## src/rtl/fifo_pkg.sv

```systemverilog
// Shared helpers for the async-FIFO pointer logic: gray/binary conversion,
// bit counting and the legal synchroniser depth range.
package fifo_pkg;

    localparam int MIN_SYNC_STAGES = 2;
    localparam int MAX_SYNC_STAGES = 4;

    // Helpers work on a fixed wide vector; callers zero-extend and truncate.
    localparam int PTR_MAX_W = 32;
    localparam int CNT_W     = $clog2(PTR_MAX_W + 1);

    function automatic logic [PTR_MAX_W-1:0] gray2bin(input logic [PTR_MAX_W-1:0] g);
        logic [PTR_MAX_W-1:0] b;
        b[PTR_MAX_W-1] = g[PTR_MAX_W-1];
        for (int i = PTR_MAX_W - 2; i >= 0; i--) begin
            b[i] = b[i+1] ^ g[i];
        end
        return b;
    endfunction

    function automatic logic [PTR_MAX_W-1:0] bin2gray(input logic [PTR_MAX_W-1:0] b);
        return b ^ (b >> 1);
    endfunction

    function automatic logic [CNT_W-1:0] popcount(input logic [PTR_MAX_W-1:0] v);
        logic [CNT_W-1:0] cnt;
        cnt = '0;
        for (int i = 0; i < PTR_MAX_W; i++) begin
            cnt = cnt + CNT_W'(v[i]);
        end
        return cnt;
    endfunction

endpackage

```

## src/rtl/sync_chain.sv

```systemverilog
// Bare multi-flop synchroniser with synchronous reset; exposes the last stage
// and the one before it so the consumer can see the next value one edge early.
module sync_chain #(
    parameter int WIDTH  = 5,
    parameter int STAGES = 2
) (
    input  logic             clk,
    input  logic             rst,
    input  logic [WIDTH-1:0] i_d,
    output logic [WIDTH-1:0] o_last,
    output logic [WIDTH-1:0] o_prev
);

    logic [STAGES-1:0][WIDTH-1:0] r_stage;

    always_ff @(posedge clk) begin
        if (rst) begin
            r_stage <= '0;
        end else begin
            r_stage[0] <= i_d;
            for (int k = 1; k < STAGES; k++) begin
                r_stage[k] <= r_stage[k-1];
            end
        end
    end

    assign o_last = r_stage[STAGES-1];
    assign o_prev = r_stage[STAGES-2];

endmodule

```

## src/rtl/gray_ptr_sync.sv

```systemverilog
// Gray pointer synchroniser for one side of an async FIFO: delivers the synced
// gray value, its binary form, an update pulse, the pointer delta and a sticky
// multi-bit-change error, all aligned to the same edge.
module gray_ptr_sync
    import fifo_pkg::*;
#(
    parameter int ADDRSIZE = 4,
    parameter int STAGES   = 2
) (
    input  logic              clk,
    input  logic              rst,
    input  logic [ADDRSIZE:0] ptr_in,
    input  logic              err_clr,
    output logic [ADDRSIZE:0] ptr_out,
    output logic [ADDRSIZE:0] ptr_bin_out,
    output logic              ptr_changed,
    output logic [ADDRSIZE:0] ptr_delta,
    output logic              gray_err
);

    localparam int W = ADDRSIZE + 1;

    generate
        if (STAGES < MIN_SYNC_STAGES || STAGES > MAX_SYNC_STAGES) begin : g_bad_stages
            $error("gray_ptr_sync: STAGES=%0d outside legal range %0d..%0d",
                   STAGES, MIN_SYNC_STAGES, MAX_SYNC_STAGES);
        end
    endgenerate

    logic [W-1:0] w_last;
    logic [W-1:0] w_nxt;
    logic [W-1:0] w_nxt_bin;
    logic         w_multi_bit;

    logic [W-1:0] r_bin;
    logic         r_changed;
    logic [W-1:0] r_delta;
    logic         r_err;

    sync_chain #(
        .WIDTH  (W),
        .STAGES (STAGES)
    ) u_chain (
        .clk    (clk),
        .rst    (rst),
        .i_d    (ptr_in),
        .o_last (w_last),
        .o_prev (w_nxt)
    );

    // Everything below is computed from the value the last stage is about to
    // take, so the binary, pulse and delta land on the same edge as ptr_out.
    assign w_nxt_bin   = W'(gray2bin(PTR_MAX_W'(w_nxt)));
    assign w_multi_bit = (popcount(PTR_MAX_W'(w_nxt ^ w_last)) > CNT_W'(1));

    always_ff @(posedge clk) begin
        if (rst) begin
            r_bin     <= '0;
            r_changed <= 1'b0;
            r_delta   <= '0;
            r_err     <= 1'b0;
        end else begin
            r_bin     <= w_nxt_bin;
            r_changed <= (w_nxt != w_last);
            r_delta   <= w_nxt_bin - r_bin;
            if (w_multi_bit) begin
                r_err <= 1'b1;
            end else if (err_clr) begin
                r_err <= 1'b0;
            end
        end
    end

    assign ptr_out     = w_last;
    assign ptr_bin_out = r_bin;
    assign ptr_changed = r_changed;
    assign ptr_delta   = r_delta;
    assign gray_err    = r_err;

endmodule

```

## config.mk

```make
export PLATFORM = sky130hd
export DESIGN_NAME = gray_ptr_sync
export DESIGN_NICKNAME = d
export VERILOG_FILES = /design/src/rtl/fifo_pkg.sv /design/src/rtl/sync_chain.sv /design/src/rtl/gray_ptr_sync.sv
export SDC_FILE = /design/constraint.sdc
export NUM_CORES = 1
export LEC_CHECK = 0
export ABC_CLOCK_PERIOD_IN_PS = 4800
export CAP_MARGIN = 25
export CORE_AREA = 4 4 49 51
export CTS_CLUSTER_SIZE = 12
export DETAILED_ROUTE_END_ITERATION = 16
export DIE_AREA = 0 0 53 55
export GPL_ROUTABILITY_DRIVEN = 0
export PLACE_DENSITY = 0.85
export REMOVE_ABC_BUFFERS = 1
export SYNTH_ARGS = -nofsm -noshare
export SYNTH_HDL_FRONTEND = slang
export SYNTH_HIERARCHICAL = 1
export SYNTH_SLANG_ARGS = --single-unit
```

## constraint.sdc

```tcl
create_clock -name clk -period 4.8 [get_ports clk]
set_input_delay 0.96 -clock clk [delete_from_list [all_inputs] [get_ports clk]]
set_output_delay 0.96 -clock clk [all_outputs]
set_load 0.03 [all_outputs]
```

# Word-level counts from Yosys, hierarchy flattened
# Cells that the tools add are included.
totals:
  regBits: 22
  out_inout_bits: 17
  wordCells: 48
classes:
  n_addsub: 32
  order_cmp: 1
  n_eq_ne: 1
  n_mux: 2
  n_bitwise: 5
  reduce_logical: 1
op_table:
  columns: ["operator", "n"]
  rows:
  - ["adder 6 x 1 -> 6 bit (second input constant)", 26]
  - ["adder 5 x 1 -> 6 bit (second input constant)", 1]
  - ["> comparator 6 x 1 -> 1 bit (second input constant)", 1]
  - ["adder 4 x 1 -> 5 bit", 1]
  - ["!= test 5 bit", 1]
  - ["subtractor 5 bit", 1]
  - ["XOR 5 bit", 1]
  - ["adder 3 x 1 -> 4 bit", 1]
  - ["XOR 1 bit", 4]
  - ["adder 2 x 1 -> 3 bit", 1]
  - ["adder 1 x 1 -> 2 bit", 1]
  - ["two-way mux 1 bit", 2]
  - ["nonzero test 2 bit", 1]

# Longest topological paths before layout
logic_depth:
  depth_word: 34
  depth_mapped: 9

# Hierarchy
# Netlist, hierarchy kept.
by_module_without_submodules:
  columns: ["module", "n_inst", "cells_per_inst", "area_per_inst_um2"]
  rows:
  - ["gray_ptr_sync", 1, 66, 660.6]
  - ["sync_chain", 1, 20, 262.8]

# Worst setup path after synthesis
# Ideal clock, no wire load.
synth_timing:
  kind: "flip-flop to flip-flop"
  from: "register u_chain.r_stage (netlist bit u_chain/o_prev[4])"
  to: "register r_delta[4] (netlist: ptr_delta[4])"
  arrival_ns: 2.267
  required_time_ns: 4.667
  slack_ns: 2.400
  stages_incl_launch_ff: 10
  path_buffers: 0
  path_cell_list: "dfxtp_1 xnor3_2 xor2_4 xor2_2 ha_1 fa_1 nor2b_1 o21ai_0 a21oi_1 nor3b_1"
synth_via:
  elab_chain_len: 5
synth_rtl:
  columns: ["item", "line", "rtl"]
  rows:
  - ["from (decl)", "sync_chain.sv:14", "logic [STAGES-1:0][WIDTH-1:0] r_stage;"]
  - ["from (signal, indexed assignment)", "sync_chain.sv:22", "r_stage[k] <= r_stage[k-1];"]
  - ["XOR 1 bit (4 in series)", "fifo_pkg.sv:16", "b[i] = b[i+1] ^ g[i];"]
  - ["subtractor 5 bit (*)", "gray_ptr_sync.sv:65", "r_delta <= w_nxt_bin - r_bin;"]
  - ["to (signal assigned)", "gray_ptr_sync.sv:65", null]
  - ["to (decl)", "gray_ptr_sync.sv:37", "logic [W-1:0] r_delta;"]
# Mark *: on every way between the ends. The rest lies on a longest branch, timed or not.
# A chain may end at the register's enable or synchronous reset.

# Worst setup path after layout
# Same ends and word-level chain as after synthesis.

==> impl_metrics.yaml <==
floorplanning:
  coreArea_um2: 1940
  die_y_um: 55
  dieArea_um2: 2920
  rows: 16
  ios: 25
  initial_utilization_pct: 47.6
  die_w_um: 53
clocking:
  cts.hold.buffers_added: 0
  clk_path_buf_depth: 2
  cts_tree: "done"
  cts_made_buffers: 3
  insertion_delay_ns: 0.31
  cts_setup_buffers: 0
  cts_num_sinks: 22
  ctsResizeCount: 0
  path_clk_slew_ns: 0.13
  htreeDepth: 1
  cts_root_buf: "clkbuf_4"
detailed_routing:
  via_per_inst: 4.51
  vias: 632
  wl_per_cell_um: 11.2
  ant_nets: 0
  drt_first_pass_iters: 2
  drt-total-wl_um: 1570
  drtIter0Drc: 2
  drc: 0
min_path:
  min_from: "u_chain/o_prev[2]$_SDFF_PP0_"
  holdPathStages: 1
  hp-class: "register to register"
global_route:
  met2_usage_pct: 21.1
  grt_pass1_wl_um: 2680
  grt_max_degree: 23
  antenna_found_initial: 0
  grtUsageTotal_pct: 12.8
  grtUsageMet3_pct: 2.41
  grt_util_met1_pct: 16.2
  grt_overflow: 0
  grt_pass1_vias: 658
  busiest_layer: "met2"
timing:
  rsz0062_at_grt: "no"
  tightest_slew_ns: 0.776
  relSlewSlack_pct: 48.1
  hold_violations: 0
  period_minus_slack_ns: 2.64
  fin_crit_sh_pct: 54.9
  setup-violations-final: 0
  setup_ws_ns: 2.16
  slew_violations: 0
  fin_tns_setup_ns: 0
  fmax_ghz: 0.379
  skew_ns: 0.00826
placed_design:
  dp_hpwl_um: 1150
  dp_slack_ns: 2.24
  io_buffers: 24
setup_path:
  cp-startpoint: "u_chain/o_prev[4]$_SDFF_PP0_"
  cp.arrival_ns: 2.81
  endpoint_kind: "register"
  crit_path_start_kind: "register"
  required_ns: 4.97
  r2r_start: "u_chain/o_prev[4]$_SDFF_PP0_"
  slowest_stage: "xnor3_2"
  worstPathCellList: "xnor3_2 > xor2_4 > xor2_2 > ha_1 > fa_1 > nor2b_1 > o21ai_0 > a21oi_1 > nor3b_1"
  path_max_fanout: 6
  slowest_delay_ns: 0.53
  r2r_cells: 9
  crit_type: "register to register"
yosys:
  yosys-top-cells-area: "dfxtp_1 48%, nor2b_1 11%, ha_1 8.1%"
  ys_seq_elements: 22
  yosys_warnings: 6
  mappedNetlistArea_um2: 923
  yosysSeqAreaShare_pct: 47.7
  postSynthAreaPerCell_um2: 10.7
  synth_cells: 86
  synth.top_cell.area_share_pct: 47.7
  yosysUniqueCellTypes: 20
  synth_top_area_cell: "dfxtp_1"
finish:
  diodes: 0
  final_common_cell: "clkdlybuf4s50_1"
  areaGrowthSynthToFinish_pct: 35.0
  finish.utilization_pct: 64.2
  nFillCells: 163
  final_cell_mix: "24 x clkdlybuf4s50_1, 22 x dfxtp_1, 16 x nor2b_1"
  layout-drive-gt1-share_pct: 7.08
  nets: 130
power_and_ir_drop:
  cellLeakagePower_nw: 0.538
  ir_drop_uv: 316
  p_per_area_nw_per_um2: 404
outcome:
  outcome: "finished clean"
run:
  maxCapViolations: 0
-- layer usage --
| metal | share of wire, % | vias up |
|---|---|---|
| li1 | - | 320 |
| met1 | 45 | 293 |
| met2 | 49 | 17 |
| met3 | 5.1 | 2 |
| met4 | 0.57 | 0 |
| met5 | 0 | - |
-- worst paths after layout --
kind | slack, ns | to
worst max-delay path | 2.16 | ptr_delta[4]$_SDFF_PP0_
worst min-delay path | 0.53 | u_chain/o_last[2]$_SDFF_PP0_
worst max register to register | 2.16 | ptr_delta[4]$_SDFF_PP0_
worst min register to register | 0.53 | u_chain/o_last[2]$_SDFF_PP0_
-- area by class of cell --
class	count	area (um^2)	area share (%)
inverter	11	41.3	3.31
timing repair buffer	24	240	19.3
sequential	22	440	35.3
clock inverter	1	30.0	2.41
clock buffer	3	22.5	1.81
tap	27	33.8	2.71
multi-input combinational	52	438	35.1
-- cell usage after synthesis --
cell / count
dfxtp_1: 22
nor2b_1: 16
inv_1: 11
ha_1: 6
nor2_1: 6
xor2_1: 5
a21oi_1: 2
fa_1: 2
nand3_1: 2
nor3b_1: 2
o21ai_0: 2
xnor2_1: 2
a2111oi_0: 1
a31oi_1: 1
clkbuf_1: 1
nor2_2: 1
nor3_1: 1
xnor3_2: 1
xor2_2: 1
xor2_4: 1
-- cell families after synthesis --
kind of cell	Yosys count	share of synthesized area (%)
xor+xnor	10	14.0
simple gates	28	17.2
fa+ha+maj	8	12.5
compound gates	6	3.79
buf+inv	12	4.88
flops	22	47.7
-- metrics by stage --
stage	hold WS (ns)	area (um^2)	power (mW)	instances
5_1_grt	0.537	1250	0.535	140
4_1_cts	0.530	1250	0.507	140
3_3_place_gp	0.491	1190	0.363	136
2_1_floorplan	0.476	920	0.312	85
3_5_place_dp	0.513	1190	0.367	136
6_report	0.530	1250	0.504	140
-- worst max-delay path, delay by kind of cell, from the launching register on --
kind | cells | cell delay, ns
adder cells (fa/ha/maj) | 2 | 0.61
flip-flops | 1 | 0.47
AO/OA/AOI/OAI | 2 | 0.30
AND/OR/NAND/NOR | 2 | 0.22
XOR/XNOR | 3 | 0.90
-- power by group --
| group | internal [mW] | switching, mW |
|---|---|---|
| clock | 0.0844 | 0.0565 |
| combinational | 0.0676 | 0.0819 |
| sequential | 0.203 | 0.0108 |
-- sequential cells by signal (all words and copies together) (netlist names) --
| signal | cells |
|---|---|
| ptr_bin_out | 5 |
| u_chain/o_last | 5 |
| ptr_changed | 1 |
| gray_err | 1 |
| u_chain/o_prev | 5 |
| ptr_delta | 5 |
No activity file was read; power rests on OpenSTA's default activity.
